===== src/rtl/sterownik_obrazu_procesu_pkg.sv =====
// Shared definitions for the PLC process-image controller: FSM states,
// image address map and image size.
package sterownik_obrazu_procesu_pkg;

  typedef enum logic [1:0] {
    ST_IDLE,
    ST_SAMPLE,
    ST_UPDATE,
    ST_DONE
  } stan_t;

  localparam int unsigned IMG_IN_BASE  = 0;
  localparam int unsigned IMG_OUT_BASE = 8;
  localparam int unsigned BYTE_CNT     = 8;

  // addr[3] selects the output image; addr[2:0] is the byte within an image
  function automatic logic is_out_addr(input logic [3:0] addr);
    return addr >= 4'(IMG_OUT_BASE);
  endfunction

endpackage


===== src/rtl/sterownik_obrazu_procesu_if.sv =====
// Byte-wide request/acknowledge CPU bus into the process image.
interface sterownik_obrazu_procesu_if;
  logic [3:0] addr;
  logic       rd;
  logic       wr;
  logic [7:0] wdata;
  logic [7:0] rdata;
  logic       ack;
  logic       err;

  modport master (output addr, rd, wr, wdata, input rdata, ack, err);
  modport slave  (input addr, rd, wr, wdata, output rdata, ack, err);
endinterface


===== src/rtl/sterownik_obrazu_procesu_sync_wejsc.sv =====
// Reset-to-zero multi-stage synchronizer chain for asynchronous field inputs.
module sync_wejsc #(
  parameter int unsigned STAGES = 2,
  parameter int unsigned WIDTH  = 64
) (
  input  logic             clk,
  input  logic             rst_n,
  input  logic [WIDTH-1:0] d,
  output logic [WIDTH-1:0] q
);

  logic [STAGES-1:0][WIDTH-1:0] chain;

  always_ff @(posedge clk or negedge rst_n) begin
    if (!rst_n) begin
      chain <= '0;
    end else begin
      chain <= {chain[STAGES-2:0], d};
    end
  end

  assign q = chain[STAGES-1];

endmodule


===== src/rtl/sterownik_obrazu_procesu.sv =====
// PLC process-image controller: scan FSM sampling inputs and driving outputs,
// CPU bus access to both images, and an output watchdog forcing the safe state.
module sterownik_obrazu_procesu
  import sterownik_obrazu_procesu_pkg::*;
#(
  parameter int unsigned SYNC_STAGES = 2,
  parameter int unsigned WDT_CYCLES  = 1000000,
  parameter int unsigned WDT_W       = 20
) (
  input  logic                        clk,
  input  logic                        rst_n,
  input  logic [63:0]                 phys_in,
  output logic [63:0]                 phys_out,
  input  logic                        scan_req,
  output logic                        scan_busy,
  output logic                        scan_done,
  sterownik_obrazu_procesu_if.slave   bus,
  output logic                        wdt_trip
);

  localparam bit               WDT_EN   = (WDT_CYCLES != 0);
  localparam logic [WDT_W-1:0] WDT_LIM  = WDT_W'(WDT_CYCLES);
  localparam logic [WDT_W-1:0] WDT_LAST = WDT_W'(WDT_CYCLES - 1);

  stan_t                        state;
  logic [63:0]                  synced;
  logic [BYTE_CNT-1:0][7:0]     in_img;
  logic [BYTE_CNT-1:0][7:0]     out_img;
  logic [WDT_W-1:0]             wdt_cnt;

  sync_wejsc #(
    .STAGES (SYNC_STAGES),
    .WIDTH  (64)
  ) u_sync (
    .clk   (clk),
    .rst_n (rst_n),
    .d     (phys_in),
    .q     (synced)
  );

  assign scan_busy = (state != ST_IDLE);

  always_ff @(posedge clk or negedge rst_n) begin
    if (!rst_n) begin
      state     <= ST_IDLE;
      in_img    <= '0;
      out_img   <= '0;
      phys_out  <= '0;
      scan_done <= 1'b0;
      wdt_trip  <= 1'b0;
      wdt_cnt   <= '0;
      bus.rdata <= '0;
      bus.ack   <= 1'b0;
      bus.err   <= 1'b0;
    end else begin
      scan_done <= 1'b0;
      bus.ack   <= 1'b0;
      bus.err   <= 1'b0;
      bus.rdata <= '0;

      case (state)
        ST_IDLE: begin
          // scan wins over a same-cycle bus request; ack=1 blocks re-accepting a held request
          if (scan_req) begin
            state <= ST_SAMPLE;
          end else if ((bus.rd || bus.wr) && !bus.ack) begin
            bus.ack <= 1'b1;
            if (bus.wr) begin
              if (is_out_addr(bus.addr)) begin
                out_img[bus.addr[2:0]] <= bus.wdata;
              end else begin
                bus.err <= 1'b1;
              end
            end else if (is_out_addr(bus.addr)) begin
              bus.rdata <= out_img[bus.addr[2:0]];
            end else begin
              bus.rdata <= in_img[bus.addr[2:0]];
            end
          end
        end
        ST_SAMPLE: begin
          in_img <= synced;
          state  <= ST_UPDATE;
        end
        ST_UPDATE: begin
          phys_out  <= out_img;
          scan_done <= 1'b1;
          state     <= ST_DONE;
        end
        default: begin
          state <= ST_IDLE;
        end
      endcase

      // trip asserts together with the counter reaching the limit, then holds until UPDATE
      if (state == ST_UPDATE) begin
        wdt_cnt  <= '0;
        wdt_trip <= 1'b0;
      end else if (WDT_EN) begin
        if (wdt_cnt < WDT_LIM) begin
          wdt_cnt <= wdt_cnt + WDT_W'(1);
        end
        if (wdt_cnt >= WDT_LAST) begin
          wdt_trip <= 1'b1;
          phys_out <= '0;
        end
      end
    end
  end

endmodule


===== src/flat_wrapper.sv =====
// flat-port wrapper written by rule: the top's interface ports become plain ports
module sterownik_obrazu_procesu_flat import sterownik_obrazu_procesu_pkg::*;
#(
  parameter int unsigned SYNC_STAGES = 2,
  parameter int unsigned WDT_CYCLES  = 1000000,
  parameter int unsigned WDT_W       = 20
)
  (clk, rst_n, phys_in, phys_out, scan_req, scan_busy, scan_done, wdt_trip, bus_addr, bus_rd, bus_wr, bus_wdata, bus_rdata, bus_ack, bus_err);
  sterownik_obrazu_procesu_if bus_i ();
  input  logic clk;
  input  logic rst_n;
  input  logic [63:0] phys_in;
  output logic [63:0] phys_out;
  input  logic scan_req;
  output logic scan_busy;
  output logic scan_done;
  output logic wdt_trip;
  input wire logic [$bits(bus_i.addr)-1:0] bus_addr;
  input wire logic [$bits(bus_i.rd)-1:0] bus_rd;
  input wire logic [$bits(bus_i.wr)-1:0] bus_wr;
  input wire logic [$bits(bus_i.wdata)-1:0] bus_wdata;
  output wire logic [$bits(bus_i.rdata)-1:0] bus_rdata;
  output wire logic [$bits(bus_i.ack)-1:0] bus_ack;
  output wire logic [$bits(bus_i.err)-1:0] bus_err;
  assign bus_i.addr = bus_addr;
  assign bus_i.rd = bus_rd;
  assign bus_i.wr = bus_wr;
  assign bus_i.wdata = bus_wdata;
  assign bus_rdata = bus_i.rdata;
  assign bus_ack = bus_i.ack;
  assign bus_err = bus_i.err;
  sterownik_obrazu_procesu #(.SYNC_STAGES(SYNC_STAGES), .WDT_CYCLES(WDT_CYCLES), .WDT_W(WDT_W)) u_core (.clk(clk), .rst_n(rst_n), .phys_in(phys_in), .phys_out(phys_out), .scan_req(scan_req), .scan_busy(scan_busy), .scan_done(scan_done), .bus(bus_i), .wdt_trip(wdt_trip));
endmodule

===== config.mk =====
export PLATFORM = sky130hd
export DESIGN_NAME = sterownik_obrazu_procesu_flat
export DESIGN_NICKNAME = d
export VERILOG_FILES = /design/src/rtl/sterownik_obrazu_procesu_pkg.sv /design/src/rtl/sterownik_obrazu_procesu_if.sv /design/src/rtl/sterownik_obrazu_procesu_sync_wejsc.sv /design/src/rtl/sterownik_obrazu_procesu.sv /design/src/flat_wrapper.sv
export SDC_FILE = /design/constraint.sdc
export NUM_CORES = 1
export LEC_CHECK = 0
export CORE_MARGIN = 2
export CORE_UTILIZATION = 38
export CTS_CLUSTER_DIAMETER = 200
export CTS_CLUSTER_SIZE = 40
export DETAILED_ROUTE_END_ITERATION = 10
export SLEW_MARGIN = 20
export SYNTH_ARGS = -nofsm -noshare
export SYNTH_HDL_FRONTEND = slang
export SYNTH_SLANG_ARGS = --single-unit

===== constraint.sdc =====
create_clock -name clk -period 3.54 [get_ports clk]
set_input_delay 0.354 -clock clk [delete_from_list [all_inputs] [get_ports clk]]
set_output_delay 0.354 -clock clk [all_outputs]
set_load 0.02 [all_outputs]

==> results of run 1 <==
## registers in the layout, summed over array words and instances (netlist names)
name                 flops
u_core.state             2
u_core.out_img          64
u_core.wdt_trip          1
u_core.bus.ack           1
u_core.bus.rdata         8
u_core.u_sync.q         64
u_core.wdt_cnt          20
u_core.scan_done         1
u_core.phys_out         64
u_core.u_sync.chain     64
u_core.in_img           64
u_core.bus.err           1
## final cells by class
| class | count | share of cell area |
|---|---|---|
| clock inverter | 1 | 0.0005569 |
| sequential | 354 | 0.5633 |
| antenna | 1 | 0.0001591 |
| timing repair buffer | 178 | 0.1127 |
| tap | 455 | 0.03620 |
| inverter | 4 | 0.0009547 |
| clock buffer | 13 | 0.02069 |
| multi-input combinational | 503 | 0.2655 |
## metrics by stage
| step | setup slack (ps) | instances |
|---|---|---|
| after floorplan | 1382 | 904 |
| after global placement | 800.5 | 1493 |
| after detailed placement | 728.5 | 1493 |
| after CTS | 864.4 | 1508 |
| after global routing | 678.0 | 1508 |
| final | 915.1 | 1509 |
## cell usage after synthesis, types with 7 or more instances
library cell and number:
dfrtp_1 354, mux2_2 140, nor2_1 102, mux2i_1 81
a21oi_1 25, clkbuf_1 25, nand2_1 22, mux4_2 12
xnor2_1 12, a211oi_1 10, a22oi_1 9, o21ai_0 9
nor3_1 8, buf_2 7, nand3_1 7, nor2b_1 7
## cell families (layout without fill, tap and decap cells)
kind of cell | count (synthesis) | in the layout | synth area share
flops | 354 | 354 | 0.6692
buf+inv | 47 | 196 | 0.01711
simple gates | 175 | 175 | 0.06096
compound gates | 78 | 78 | 0.03960
mux | 233 | 233 | 0.2008
other cells | 0 | 1 | 0
fa+ha+maj | 4 | 4 | 0.003781
xor+xnor | 13 | 13 | 0.008601
## power by group through the flow
stage                     Combinational (mW)  Clock (mW)  Sequential [mW]
after floorplan                         1.76           0             5.59
after global placement                  2.97           0             5.55
after detailed placement                3.03           0             5.57
after CTS                               3.04        1.93             5.49
after global routing                    3.23        2.06             5.58
final                                   2.98        1.84             5.47
## cell usage in the layout (no fill, tap or decap), types with 3 or more instances in the layout
| cell | instances |
|---|---|
| dfrtp_1 | 354 |
| clkdlybuf4s50_1 | 153 |
| mux2_2 | 140 |
| nor2_1 | 102 |
| mux2i_1 | 81 |
| a21oi_1 | 25 |
| nand2_1 | 22 |
| buf_4 | 16 |
| clkbuf_16 | 13 |
| mux4_2 | 12 |
| xnor2_1 | 12 |
| a211oi_1 | 10 |
| o21ai_0 | 9 |
| a22oi_1 | 9 |
| nor3_1 | 8 |
| nor2b_1 | 7 |
| nand3_1 | 7 |
| nand4_1 | 5 |
| and2_1 | 4 |
| inv_1 | 4 |
| and3_1 | 4 |
| buf_12 | 4 |
| a221oi_1 | 3 |
| a311oi_1 | 3 |
| buf_2 | 3 |
## worst paths after layout
check	start	to	depth (start not counted)
max in group asynchronous	rst_n	u_core.u_sync.chain[57]	3
min	phys_in[31]	u_core.u_sync.chain[31]	1
max reg2reg	u_core.state[0]	u_core.out_img[31]	7
min in group asynchronous	rst_n	u_core.in_img[31]	2
min reg2reg	u_core.u_sync.chain[40]	u_core.u_sync.q[40]	0
max	u_core.state[0]	u_core.out_img[31]	7
## metal layers
layer / vias up / part of all wire / GRT usage
met4: 0 / 0.014 / 0.03101
met1: 3866 / 0.46 / 0.2299
met5: - / 0 / 0
met3: 26 / 0.052 / 0.02448
met2: 157 / 0.47 / 0.2592
li1: 3441 / - / -
## critical path, delay by kind of cell, from the launching register on
family	cells	cell delay (ps)
fa+ha+maj	1	180
buf+inv	1	130
flops	1	430
mux	1	410
simple gates	4	1370
==> run metrics, run 1 <==
status complete, no violations; highest cell delay on the worst timing path roughly 630 ps; placeable core area 0.03446 mm^2; critical path cell sequence inv_1 -> ha_1 -> nand2b_1 -> nor2_1 -> nand4_1 -> nor3b_2 -> mux2_2; worst min path class primary input to register; area share of the leading cell type in the synthesized netlist 0.6692; worst relative slew slack 0.4606; Main synth FF type dfrtp_1; Comb pwr share 0.290; worst-skew pair later-pin latency 520 ps; CTS buffer count 12; fillers about 3,100; gr usage total 0.1599; pwr/cell area about 650 mW/mm^2; post-layout util 0.4564; P_int 7.172 mW; cells after synthesis 904; Clock Skew approximately 23 ps; CTS max path bufs 3; clock root buffer clkbuf_16; htree depth 1; Placed Area 0.01538 mm^2; global-route wire length before repair ~45 mm; die width ~190 um; Ports around 160; VDD IR-drop max 0.3578 mV; grt ovf 0; I/O Buffers 157; FP Rows 68; initial antenna violation count 1; Pre-Repair DR Iteration Count 4; DR vias 7,490; Seq/Total Area, Yosys 0.6692; RSZ-0062 raised after global routing false; fin crit period 2625 ps; setup TNS 0 ps; layout cell share with drive strength beyond 1 0.1899; Setup CP Type register to register; vias in the first global route 7,628; Synth-to-Final Area Change 18.80%; Yosys reg bits ~350; ys async rst share 1.000; Leakage 6.947 nW; Initial Util 0.3842; Avg Vias per Cell 4.964; final setup vio count 0; Register Area 0.008859 mm^2; Yosys cell types 53; hold slack 256.0 ps; Final Net Count 1,138; Mapped Area 0.01324 mm^2; DR iter-0 viols 387; routability cong. 0.7710; fmax around 380 MHz; post_cts resized 0; largest net degree at the start of global routing 102; Arr. time, crit path 3040 ps; final instance area about 0.016 mm^2; Detail Placement HPWL about 20 mm; Tot Pwr 10.29 mW; Yosys warnings 0; Clk pwr share 0.179; final hold vios 0; register share of total power 0.532; critical path peak fanout 8; max-slew violations 0; Net Sw Frac 0.3033; CTS Hold Bufs 1; CP max-delay cell nor3b_2; CTS tree yes; max_cap viols 0; register clock-pin slew on the reported worst setup and hold paths 150 ps; die area 0.03635 mm^2; top post-synthesis cells by area dfrtp_1, mux2_2, mux2i_1, nor2_1, mux4_2; # Post-CTS Setup Buffers 0; Routed WL 28.58 mm; final period utilization 0.7415; Clock Sinks 354; Syn Nets between 900 and 1,000; Required @ worst endpoint roughly 4000 ps; P_sw 3.122 mW; Slew @ Worst Pin 809.1 ps; leading area contributor after synthesis dfrtp_1; Detail Route Antenna Nets 0; die height 190.6 um; Avg Inst Size Synth 14.64 um^2; Post-synth EDFFs 0; wire length per cell 18.94 um; reg-to-reg setup timing slack 920 ps; drc violations 0; Worst Setup Start Kind register; Multi-input gate area about 0.0042 mm^2; Worst setup EP type register
(Power assumes the default switching activity.)
==> inputs of run 2 (changes only) <==
==> constraint.sdc (replaced) <==
create_clock -name clk -period 2.7 [get_ports clk]
set_input_delay 0.27 -clock clk [delete_from_list [all_inputs] [get_ports clk]]
set_output_delay 0.27 -clock clk [all_outputs]
set_load 0.02 [all_outputs]
==> run 2 against run 1 <==
  * Core utilization rose by 0.53 points
  * Clock power rose by 30%
  * First-iteration DRC count rose by 15%
  * Flip-flop and latch count did not move
  * Cell count rose by 1.1%
  * Routed wire length rose by 0.41%
  * Non-clock buffer count rose by 16
  * Count of clock-buffer cells in the layout did not move
  * Sequential power rose by 31%
  * Combinational power rose by 33%
  * Critical path depth rose by 2
  * Hold slack got worse by 79 ps
==> run metrics, run 2 (same netlist as run 1, synthesis figures left out) <==
most frequent CP cell buf_4; htree depth 1 (unchanged); pre-CTS setup slack 349.7 ps (-378.8 ps); Clock Skew 19.15 ps (-4.252 ps); most common cell after layout, fill and taps aside dfrtp_1; drc violations 0 (unchanged); reg-to-reg setup timing slack 380 ps (-540 ps); Setup CP Type register to register; worst r2r dst u_core.out_img[9]; Worst Setup Start Kind register; Pre-Repair DR Iteration Count 4 (unchanged); die area 0.03635 mm^2 (unchanged); Routed WL 28.70 mm (+0.41%); DR vias 7,478 (-0.16%); register clock-pin slew on the reported worst setup and hold paths 140 ps (about the same); Tot Pwr 13.53 mW (+31%); PnR worst setup slack 379.3 ps (-535.8 ps); clock root buffer clkbuf_16; fmax 430.9 MHz (+13%); wire length per cell 18.82 um (-0.64%); worst-skew pair later-pin latency 510 ps (about the same); CP max-delay cell dfrtp_1; Worst setup EP type register; cells on worst reg2reg path 9 (+2); fillers 3,102 (-1.1%); hold_sp phys_in[11]; I/O Buffers 157 (unchanged); critical path depth 9 (+2); final instance area 0.01591 mm^2 (+1.2%); Slew @ Worst Pin 606.6 ps (-202.5 ps); Required @ worst endpoint 3110 ps (-850 ps); pwr/cell area 850.6 mW/mm^2 (+30%); gr usage total 0.1604 (+0.0004664); critical path peak fanout 7 (-1); CTS max path bufs 3 (unchanged); die height 190.6 um (unchanged); routability cong. 0.7615 (-1.2%); Initial Util 0.3842 (unchanged); vias in the first global route 7,730 (+1.3%); post_cts resized 0 (unchanged); Synth-to-Final Area Change 20.18%; fin crit period 2321 ps (-304.2 ps); Ports 158 (unchanged); status complete, no violations; RSZ-0062 raised after global routing false; CTS tree yes; placeable core area 0.03446 mm^2 (unchanged); final hold vios 0 (unchanged); highest cell delay on the worst timing path 430 ps (-200 ps); WHS Path Cells 1 (unchanged); most frequent cells in the layout dfrtp_1, clkdlybuf4s50_1, mux2_2; Multi-input gate area 0.004175 mm^2 (unchanged); max_cap viols 0 (unchanged); # Post-CTS Setup Buffers 0 (unchanged); initial antenna violation count 1 (unchanged); layout cell share with drive strength beyond 1 0.2021 (+0.01212); worst min path class primary input to register; critical path cell sequence inv_1 -> ha_1 -> nand2b_1 -> nor2_1 -> buf_4 -> nand4_1 -> nor3_2 -> buf_4 -> mux2_2; Register Area 0.008859 mm^2 (unchanged); FP Rows 68 (unchanged); largest net degree at the start of global routing 74 (-27%); hold slack 176.7 ps (-79.34 ps); Avg Vias per Cell 4.904 (-1.2%); Detail Placement HPWL 20.25 mm (+1.1%); Clock Sinks 354 (unchanged); Hold Path Sink u_core.u_sync.chain[11]; max-slew violations 0 (unchanged); CP Buf/Inv Count 3 (+2); Placed Area 0.01556 mm^2 (+1.2%); Detail Route Antenna Nets 0 (unchanged); reg2reg start u_core.state[0]; global-route wire length before repair 45.33 mm (+0.60%); CTS buffer count 12 (unchanged); Leakage 7.046 nW (+1.4%); final setup vio count 0 (unchanged); CP delay by family, top simple AND/OR/NAND/NOR gates; die width 190.6 um (unchanged); Arr. time, crit path 2730 ps (-310 ps); DR iter-0 viols 445 (+15%); Final Net Count 1,154 (+1.4%); final period utilization 0.8595 (+0.1180); worst relative slew slack 0.5956 (+0.1350); setup TNS 0 ps (unchanged); CTS Hold Bufs 1 (unchanged); grt ovf 0 (unchanged); VDD IR-drop max 0.4210 mV (+18%)
run 2: cell count changes in the layout (fill, tap and decap cells not counted), sizes merged:
cell and change:
buf +16
run 2: cell type report:
class / instances / area share
clock buffers: 13 / 0.02045
well taps: 455 / 0.03578
inverters: 4 / 0.0009438
clock inverters: 1 / 0.0005505
repair buffers: 194 / 0.1228
flip-flops and latches: 354 / 0.5568
multi-input cells: 503 / 0.2624
diodes: 1 / 0.0001573
run 2: stage by stage:
stage / util / std cells
after floorplan: - / 904
after global placement: 0.4516 / 1509
after detailed placement: 0.4516 / 1509
after CTS: 0.4616 / 1524
after global routing: 0.4616 / 1524
final: 0.4617 / 1525
run 2: routing by layer:
metal	vias to the layer above	global-route usage	wire length (um)
met4	0	0.03399	615
li1	3478	-	-
met1	3821	0.2315	13230
met2	151	0.2618	13850
met3	28	0.01895	997
met5	-	0	0
run 2: worst max-delay path by stage:
stage,start,end
after detailed placement,scan_req,u_core.out_img[9]
after global placement,scan_req,u_core.out_img[8]
after CTS,u_core.state[0],u_core.out_img[9]
after global routing,u_core.state[0],u_core.out_img[9]
final,u_core.state[0],u_core.out_img[9]
after floorplan,u_core.wdt_cnt[13],u_core.wdt_cnt[13]
run 2: power breakdown:
group	leakage (nW)	switching, mW	internal, mW
Combinational	2.43	1.84	2.13
Clock	0.164	1.51	0.883
Sequential	4.45	0.741	6.44
Total	7.05	4.08	9.45
run 2: worst reg2reg max path, stage by stage, from the launching register on:
cell and delay, ps:
dfrtp_1 430, inv_1 130, ha_1 180, nand2b_1 130, nor2_1 120, buf_4 150, nand4_1 280, nor3_2 250
buf_4 200, mux2_2 350
==> inputs of run 3 (changes only) <==
--- a/config.mk
+++ b/config.mk
@@ -5,7 +5,6 @@
 export SDC_FILE = /design/constraint.sdc
 export NUM_CORES = 1
 export LEC_CHECK = 0
-export CORE_MARGIN = 2
 export CORE_UTILIZATION = 38
 export CTS_CLUSTER_DIAMETER = 200
 export CTS_CLUSTER_SIZE = 40
==> run 3 against run 2 <==
  * Count of clock-buffer cells in the layout did not move
  * Global-route usage is 0.50 points higher
  * Fmax down 1.1%
  * Via count fell by 0.37%
  * Sequential share of layout area is 0.20 points higher
  * Routed wire length up 0.50%
  * Cell count down 0.66%
==> run metrics, run 3 (same netlist as run 1, synthesis figures left out) <==
final period utilization 0.8692 (+0.009729); grt ovf 0 (unchanged); Setup CP Type register to register; worst min path class primary input to register; Routed WL 28.84 mm (+0.50%); worst-skew pair later-pin latency 520 ps (about the same); die height 188.6 um (-1.0%); Synth-to-Final Area Change 19.75%; clock root buffer clkbuf_16; DR vias 7,450 (-0.37%); Clock Skew 20.38 ps (+1.232 ps); die area 0.03559 mm^2 (-2.1%); register clock-pin slew on the reported worst setup and hold paths 150 ps (about the same); Clock Sinks 354 (unchanged); routed length on met3 1.411 mm (+42%); VDD IR-drop max 0.4690 mV (+11%); I/O Buffers 157 (unchanged); CTS max path bufs 3 (unchanged); register share of total power 0.531 (about the same); fmax 426.1 MHz (-1.1%); Clk pwr share 0.177 (about the same); RSZ-0062 raised after global routing false; setup TNS 0 ps (unchanged); fin crit period 2347 ps (+26.27 ps); Comb pwr share 0.292 (about the same); Met2 Wirelength 13.13 mm (-5.2%); P_sw 4.112 mW (+0.67%); CTS tree yes; DRT met1 WL 13.97 mm (+5.5%); most common cell after layout, fill and taps aside dfrtp_1; routability cong. 0.7896 (+3.7%); layout cell share with drive strength beyond 1 0.1998 (-0.002246); max_cap viols 0 (unchanged); Leakage 7.023 nW (-0.33%); post_cts resized 0 (unchanged); P_int 9.438 mW (about the same); Detail Route Antenna Nets 0 (unchanged); Tot Pwr 13.55 mW (+0.14%); FP Rows 67 (-1.5%); Net Sw Frac 0.3035 (+0.001609); Initial Util 0.3909 (+0.006699); CP max-delay cell dfrtp_1; final hold vios 0 (unchanged); Slew @ Worst Pin 668.9 ps (+62.25 ps); Ports 158 (unchanged); initial antenna violation count 1 (unchanged); Worst setup EP type register; DR iter-0 viols 434 (-2.5%); pwr/cell area 854.8 mW/mm^2 (+0.49%); critical path cell sequence inv_1 -> ha_1 -> nand2b_1 -> nor2_1 -> nand4_1 -> nor3_2 -> buf_4 -> mux2_2; highest cell delay on the worst timing path 430 ps (about the same); most frequent cells in the layout dfrtp_1, clkdlybuf4s50_1, mux2_2; final setup vio count 0 (unchanged); wire length per cell 19.04 um (+1.2%); global-route wire length before repair 45.60 mm (+0.61%); Worst Setup Start Kind register; largest net degree at the start of global routing 78 (+5.4%); htree depth 1 (unchanged); CTS buffer count 12 (unchanged); Required @ worst endpoint 3110 ps (about the same); gr usage total 0.1654 (+0.005032); Arr. time, crit path 2760 ps (+30 ps); die width 188.6 um (-1.0%); CP Buf/Inv Count 2 (-1); vias in the first global route 7,543 (-2.4%); max-slew violations 0 (unchanged); DR top layer met4; critical path peak fanout 6 (-1); Pre-Repair DR Iteration Count 4 (unchanged); status complete, no violations; Final Net Count 1,151 (-0.26%); CP delay by family, top simple AND/OR/NAND/NOR gates; Detail Placement HPWL 20.57 mm (+1.6%); placeable core area 0.03387 mm^2 (-1.7%); worst relative slew slack 0.5541 (-0.04150); Avg Vias per Cell 4.917 (+0.28%); drc violations 0 (unchanged)
-- run 3: routing by layer --
layer	vias to the layer above	track usage
li1	3473	-
met1	3814	0.2521
met2	143	0.2499
met3	20	0.02868
met4	0	0.02792
met5	-	0
-- run 3: path summary, 6_finish.rpt --
path | start | endpoint | slack, ps | cells after the start
setup / recovery | u_core.state[0] | u_core.out_img[13] | 350 | 8
hold / removal | phys_in[24] | u_core.u_sync.chain[24] | 170 | 1
setup reg to reg | u_core.state[0] | u_core.out_img[13] | 350 | 8
hold reg to reg | u_core.u_sync.chain[8] | u_core.u_sync.q[8] | 350 | 0
max in group asynchronous | rst_n | u_core.u_sync.q[2] | 1530 | 3
min in group asynchronous | rst_n | u_core.phys_out[22] | 280 | 2
-- run 3: power by group through the flow --
stage | logic, mW | registers, mW | clock network [mW]
after global placement | 3.95 | 7.29 | 0
after floorplan | 2.31 | 7.33 | 0
after CTS | 4.02 | 7.20 | 2.51
after global routing | 4.30 | 7.34 | 2.68
after detailed placement | 4.00 | 7.31 | 0
final | 3.96 | 7.19 | 2.40
-- run 3: metrics by stage --
stage | hold WS, ps | instances | instance area [um^2] | setup WS (ps) | util
final | 171.7 | 1515 | 15850 | 353.0 | 0.4681
after global routing | 152.8 | 1514 | 15850 | 150.1 | 0.4680
after CTS | 155.9 | 1514 | 15850 | 375.4 | 0.4680
after detailed placement | 272.8 | 1499 | 15510 | 354.1 | 0.4578
after global placement | 275.5 | 1499 | 15510 | 367.7 | 0.4578
after floorplan | -25.59 | 904 | 13240 | 542.4 | -
-- run 3: layout make-up --
type | count | area, um^2
Antenna cell | 1 | 2.502
Clock buffer | 13 | 325.3
Clock inverter | 1 | 8.758
Fill cell | 3056 | 18010
Inverter | 4 | 15.01
Multi-Input combinational cell | 503 | 4175
Sequential cell | 354 | 8859
Tap cell | 448 | 560.5
Timing Repair Buffer | 191 | 1907
-- run 3: worst reg2reg max path, cell delays in order (launching register included) --
cell	delay (ps)
dfrtp_1	430
inv_1	130
ha_1	180
nand2b_1	160
nor2_1	270
nand4_1	280
nor3_2	270
buf_4	200
mux2_2	340
-- run 3: what timing repair did --
item,in CTS,in global routing
hold buffers,1,0
setup buffers,0,0
hold endpoints to repair,57,0
